===== src/rtl/chi_step_if.sv =====
// -----------------------------------------------------------------------------
// chi_step_if
//
// Bundles the round-stage handshake (start / busy / ready) and the state-RAM
// read/write port used by chi_step.
//
// Modports:
//   master : the chi_step block itself; drives the RAM strobes and the status,
//            receives start and the RAM read data.
//   slave  : the round controller plus state RAM; drives start and rd_data,
//            observes everything else.
//
// Signals:
//   start    one-cycle run request
//   busy     run in progress
//   ready    one-cycle completion pulse
//   rd_en    RAM read strobe, rd_addr = x + 5*y
//   rd_data  RAM read data, valid one cycle after rd_en
//   wr_en    RAM write strobe, wr_addr = x + 5*y, wr_data = computed lane
// -----------------------------------------------------------------------------
interface chi_step_if #(
    parameter int LANE_W = 64
);
    logic              start;
    logic              busy;
    logic              ready;
    logic              rd_en;
    logic [4:0]        rd_addr;
    logic [LANE_W-1:0] rd_data;
    logic              wr_en;
    logic [4:0]        wr_addr;
    logic [LANE_W-1:0] wr_data;

    modport master (
        input  start, rd_data,
        output busy, ready, rd_en, rd_addr, wr_en, wr_addr, wr_data
    );

    modport slave (
        output start, rd_data,
        input  busy, ready, rd_en, rd_addr, wr_en, wr_addr, wr_data
    );
endinterface


===== src/rtl/chi_step.sv =====
// -----------------------------------------------------------------------------
// chi_step
//
// Keccak-f[1600] chi step. Transforms the 25-lane state held in an external
// synchronous state RAM in place, one plane (row of 5 lanes) at a time:
//   a'[x] = a[x] ^ (~a[(x+1) mod 5] & a[(x+2) mod 5])
// Each plane: 5 READ cycles, 1 CAP cycle (last read data), 5 WRITE cycles.
// The whole state takes 55 busy cycles; ready pulses in the following cycle.
//
// Ports:
//   clk      system clock, rising edge
//   rst      asynchronous, active-low reset
//   bus      chi_step_if.master (start/busy/ready handshake + RAM port)
//   run_cnt  (only with CHI_RUN_CNT_EN) 8-bit count of completed runs,
//            increments together with ready, wraps 255 -> 0
//
// Configuration macro: CHI_RUN_CNT_EN
//
// All outputs are registered except wr_data, which is decoded combinationally
// from the row buffer and the current lane counter.
// -----------------------------------------------------------------------------
module chi_step #(
    parameter int LANE_W = 64
) (
    input  logic              clk,
    input  logic              rst,
    chi_step_if.master        bus
`ifdef CHI_RUN_CNT_EN
    ,
    output logic [7:0]        run_cnt
`endif
);

    typedef enum logic [2:0] {
        IDLE,
        READ,
        CAP,
        WRITE,
        DONE
    } state_t;

    state_t            state;
    logic [2:0]        cx;
    logic [2:0]        cy;
    logic [LANE_W-1:0] row [5];
    logic [LANE_W-1:0] chi_lane [5];

    function automatic logic [4:0] lane_addr(input logic [2:0] x, input logic [2:0] y);
        return 5'(x) + 5'(y) * 5'd5;
    endfunction

    // Chi over the buffered plane; the (x+1)/(x+2) indices wrap mod 5.
    always_comb begin
        for (int x = 0; x < 5; x++) begin
            chi_lane[x] = row[x] ^ (~row[(x + 1) % 5] & row[(x + 2) % 5]);
        end
    end

    // wr_data is driven only while writing so it reads zero at reset and idle.
    always_comb begin
        bus.wr_data = '0;
        if (state == WRITE) begin
            case (cx)
                3'd0:    bus.wr_data = chi_lane[0];
                3'd1:    bus.wr_data = chi_lane[1];
                3'd2:    bus.wr_data = chi_lane[2];
                3'd3:    bus.wr_data = chi_lane[3];
                3'd4:    bus.wr_data = chi_lane[4];
                default: bus.wr_data = '0;
            endcase
        end
    end

    // NOTE: the row buffer is only 5 lanes of flops, not a RAM macro, so it
    // is cleared on reset like every other register.
    always_ff @(posedge clk or negedge rst) begin
        if (!rst) begin
            state       <= IDLE;
            cx          <= '0;
            cy          <= '0;
            bus.rd_en   <= 1'b0;
            bus.rd_addr <= '0;
            bus.wr_en   <= 1'b0;
            bus.wr_addr <= '0;
            bus.busy    <= 1'b0;
            bus.ready   <= 1'b0;
            for (int i = 0; i < 5; i++) row[i] <= '0;
`ifdef CHI_RUN_CNT_EN
            run_cnt     <= '0;
`endif
        end else begin
            // NOTE: all state here uses non-blocking assignment so every
            // register samples values from before this clock edge.
            case (state)
                IDLE: begin
                    if (bus.start) begin
                        state       <= READ;
                        cx          <= '0;
                        cy          <= '0;
                        bus.rd_en   <= 1'b1;
                        bus.rd_addr <= lane_addr(3'd0, 3'd0);
                        bus.busy    <= 1'b1;
                    end
                end

                READ: begin
                    // RAM data lags the address by one cycle, so this cycle's
                    // rd_data belongs to the previous lane.
                    if (cx != 3'd0) row[cx - 3'd1] <= bus.rd_data;
                    if (cx == 3'd4) begin
                        state     <= CAP;
                        bus.rd_en <= 1'b0;
                    end else begin
                        cx          <= cx + 3'd1;
                        bus.rd_addr <= lane_addr(cx + 3'd1, cy);
                    end
                end

                CAP: begin
                    row[4]      <= bus.rd_data;
                    state       <= WRITE;
                    cx          <= '0;
                    bus.wr_en   <= 1'b1;
                    bus.wr_addr <= lane_addr(3'd0, cy);
                end

                WRITE: begin
                    if (cx == 3'd4) begin
                        bus.wr_en <= 1'b0;
                        if (cy == 3'd4) begin
                            state     <= DONE;
                            bus.busy  <= 1'b0;
                            bus.ready <= 1'b1;
`ifdef CHI_RUN_CNT_EN
                            run_cnt   <= run_cnt + 8'd1;
`endif
                        end else begin
                            state       <= READ;
                            cx          <= '0;
                            cy          <= cy + 3'd1;
                            bus.rd_en   <= 1'b1;
                            bus.rd_addr <= lane_addr(3'd0, cy + 3'd1);
                        end
                    end else begin
                        cx          <= cx + 3'd1;
                        bus.wr_addr <= lane_addr(cx + 3'd1, cy);
                    end
                end

                DONE: begin
                    state     <= IDLE;
                    bus.ready <= 1'b0;
                end

                default: state <= IDLE;
            endcase
        end
    end

endmodule

===== src/flat_wrapper.sv =====
// flat-port wrapper written by rule: the top's interface ports become plain ports
module chi_step_flat 
#(
    parameter int LANE_W = 64
)
  (clk, rst, bus_start, bus_rd_data, bus_busy, bus_ready, bus_rd_en, bus_rd_addr, bus_wr_en, bus_wr_addr, bus_wr_data);
  chi_step_if #(.LANE_W(LANE_W)) bus_i ();
  input  logic clk;
  input  logic rst;
  input wire logic [$bits(bus_i.start)-1:0] bus_start;
  input wire logic [$bits(bus_i.rd_data)-1:0] bus_rd_data;
  output wire logic [$bits(bus_i.busy)-1:0] bus_busy;
  output wire logic [$bits(bus_i.ready)-1:0] bus_ready;
  output wire logic [$bits(bus_i.rd_en)-1:0] bus_rd_en;
  output wire logic [$bits(bus_i.rd_addr)-1:0] bus_rd_addr;
  output wire logic [$bits(bus_i.wr_en)-1:0] bus_wr_en;
  output wire logic [$bits(bus_i.wr_addr)-1:0] bus_wr_addr;
  output wire logic [$bits(bus_i.wr_data)-1:0] bus_wr_data;
  assign bus_i.start = bus_start;
  assign bus_i.rd_data = bus_rd_data;
  assign bus_busy = bus_i.busy;
  assign bus_ready = bus_i.ready;
  assign bus_rd_en = bus_i.rd_en;
  assign bus_rd_addr = bus_i.rd_addr;
  assign bus_wr_en = bus_i.wr_en;
  assign bus_wr_addr = bus_i.wr_addr;
  assign bus_wr_data = bus_i.wr_data;
  chi_step #(.LANE_W(LANE_W)) u_core (.clk(clk), .rst(rst), .bus(bus_i));
endmodule

===== config.mk =====
export PLATFORM = sky130hd
export DESIGN_NAME = chi_step_flat
export DESIGN_NICKNAME = d
export VERILOG_FILES = /design/src/rtl/chi_step_if.sv /design/src/rtl/chi_step.sv /design/src/flat_wrapper.sv
export SDC_FILE = /design/constraint.sdc
export NUM_CORES = 1
export LEC_CHECK = 0
export CORE_MARGIN = 2
export CORE_UTILIZATION = 61
export CTS_CLUSTER_DIAMETER = 30
export CTS_CLUSTER_SIZE = 14
export DETAILED_ROUTE_END_ITERATION = 8
export PLACE_DENSITY = 0.82
export SLEW_MARGIN = 30
export SYNTH_ARGS = -nofsm -noshare
export SYNTH_HDL_FRONTEND = slang
export SYNTH_SLANG_ARGS = --single-unit

===== constraint.sdc =====
create_clock -name clk -period 6.9 [get_ports clk]
set_input_delay 1.725 -clock clk [delete_from_list [all_inputs] [get_ports clk]]
set_output_delay 1.725 -clock clk [all_outputs]
set_load 0.01 [all_outputs]

==> reports/qor.yml <==
outcome: "completed"
combPwrFrac_pct: 45.2
path_clk_slew_ns: 0.04
min_period_over_period_pct: 84.8
setup_viol: 0
die_w_um: 191
drc: 0
fillers: 2237
switching_power_uw: 6270
htreeDepth: 3
dpl_cell_area_sq_um: 22900
dr_total_vias: 17965
drive_gt1_share_pct: 22.1
leakage_uw: 0.0107
cpPeakStageDelay_ns: 0.86
cts_tree: "yes"
cp-end-kind: "primary output"
cts_root_buf: "clkbuf_16"
first_pass_iters: 6
ir_drop_uv: 380
cp_cell_sequence: "inv_1 > ha_4 > inv_2 > buf_4 > o22ai_1 > a21oi_1 > a21oi_1 > clkdlybuf4s50_1"
fp.dieH_um: 191
synthXorXnorAreaFrac_pct: 2.93
hold_violations: 0
crit_slowest_cell: "dfrtp_4"
ys_seq_elements: 343
synth_edf_count: 0
final_common_cell: "dfrtp_1"
worstRegToRegCells: 8
drtIter0Drc: 1731
rsz0062_at_grt: "false"
swShare_pct: 39.8
synth.mux.area_fraction_pct: 22.1
async_flop_share_pct: 100
synth_nets: 2151
fmax_ghz: 0.171
maxCapViolCount: 0
num-nets-final: 2278
gp_congestion: 0.853
layout_common_cells: "dfrtp_1 (342), a21oi_1 (267), mux2_2 (195)"
pwr-share-clk_pct: 25.4
min_path_cells: 1
wl_per_cell_um: 22.2
power.share.sequential_pct: 29.4
intPower_uw: 9490
area_delta_synth_final_pct: 21.7
wl_met2_mm: 29.2
avgViaCountPerCell: 6.61
synthAdderAreaFrac_pct: 0.979
synth_compound_area_share_pct: 20.1
dp_cells: 2567
antenna_left: 0
start_kind: "flop"
wl_met3_mm: 4.88
yosys_warnings: 0
syn_area_per_cell_sq_um: 10.3
synth-simple-area-share_pct: 9.02
hold_class: "reg2reg"
crit_fanout: 61
crit_required_ns: 5.18
die_area_sq_um: 36300
cts_resized: 0
grt.total_usage_pct: 33.1
fin_setup_tns_ns: 0
critPathMostFrequentCell: "a21oi_1"
critPathKind: "reg2out"
finalClockSkew_ns: 0.0232
synth_cells: 2068
grt_max_degree: 148
totalWireLength_mm: 60.3
timing.final.ws_setup_ns: 1.05
stdcell_count: 2717
cts.sinks: 343
critical_path_arrival_ns: 4.12
rows: 68
ys.flop_type: "dfrtp_1"
grt_pass1_vias: 18197
io_buffer_count: 144
synth_cell_types: 49
core_sq_um: 34400
design_area_sq_um: 25800
powerDensity_nw_per_um2: 611
cts.path.max_buffers: 3
routed.top_layer: "met5"
dpl_worst_slack_ns: 1.76
postCtsSetupBuffers: 0
drv_slew: 0
grt_pass1_wl_mm: 96.0
io_pins: 145
start_util_pct: 61.7
ctsHoldBuffers: 0
synth-seq-area-share_pct: 40.4
fin_crit_ns: 5.85
syn_area_sq_um: 21200
wl_met1_mm: 24.2
dp_hpwl_mm: 33.4
relSlewSlack_pct: 33.0
tightest_slew_ns: 1.00
synth_top_family_by_area: "multiplexers"
numCtsBuffers: 80
clk-insertion-delay-late_ns: 0.58
antenna_found_initial: 4
grt_overflow: 0
-- layer usage --
| layer | vias up | GRT usage (%) |
|---|---|---|
| met4 | 6 | 15.6 |
| met2 | 924 | 54.3 |
| met5 | - | 0 |
| met3 | 170 | 6.37 |
| met1 | 8875 | 42.5 |
| li1 | 7990 | - |
-- flip-flops by register name (all words and copies together), names as in the netlist --
register	cells
u_core.row	320
u_core.cx	3
u_core.cy	3
u_core.bus.wr_en	1
u_core.bus.ready	1
u_core.bus.rd_en	1
u_core.bus.wr_addr	5
u_core.bus.rd_addr	5
u_core.state	3
u_core.bus.busy	1
-- cell usage after synthesis, types with 22 or more instances --
cell type	number	area (sq um)
clkbuf_1	65	244
o21ai_0	138	691
nor2b_1	131	820
o32a_1	64	641
dfrtp_1	343	8580
o22ai_1	63	394
mux2_2	195	2200
nand2_1	78	293
nand3_1	65	325
nor2_1	79	297
a21oi_1	267	1340
inv_1	76	285
a221oi_1	65	569
o31ai_1	66	495
mux2i_1	63	631
xnor2_1	66	578
buf_6	22	248
mux2_4	120	1800
-- kinds of logic after synthesis --
family,Yosys count
xor+xnor,71
compound gates,679
buf+inv,197
fa+ha+maj,16
simple gates,378
flops,343
mux,384
-- final cells by class --
cell class / instances / area (sq um) / area share [%]
antenna: 1 / 2.50 / 0.00969
sequential: 343 / 8590 / 33.3
timing repair buffer: 166 / 1700 / 6.58
clock buffer: 103 / 2290 / 8.88
clock inverter: 45 / 588 / 2.28
tap: 455 / 569 / 2.20
inverter: 76 / 285 / 1.10
multi-input combinational: 1528 / 11800 / 45.7
-- final timing paths --
check / start / end / slack [ns]
worst max register to register: u_core.cx[0] / u_core.row[138] / 2.59
worst max-delay path: u_core.cx[2] / bus_wr_data[31] / 1.05
max in group asynchronous: rst / u_core.row[18] / 4.33
worst min-delay path: u_core.bus.wr_en / u_core.bus.wr_en / 0.48
worst min register to register: u_core.bus.wr_en / u_core.bus.wr_en / 0.48
min in group asynchronous: rst / u_core.row[135] / 1.21
-- through the flow --
stage / utilization [%] / hold WS, ns / total power (uW)
after global placement: 66.7 / 0.473 / 11200
after CTS: 75.1 / 0.479 / 15700
after floorplan: - / 0.500 / 9290
final: 75.1 / 0.480 / 15800
after global routing: 75.1 / 0.488 / 16600
after detailed placement: 66.7 / 0.471 / 11500
-- power groups by stage --
stage | logic [uW] | registers (uW) | clock network [uW]
CTS | 7070 | 4570 | 4030
floorplan | 5130 | 4150 | 0
global route | 7680 | 4810 | 4140
finish | 7130 | 4640 | 4000
detailed placement | 6940 | 4560 | 0
global placement | 6720 | 4440 | 0
-- critical path: cells and delay by family, from the launching register on --
family                   cells  cell delay, ns
buffers and inverters        4            1.71
adder cells (fa/ha/maj)      1            0.34
flip-flops                   1            0.86
AO/OA/AOI/OAI                3            0.61
(Power assumes the default switching activity.)
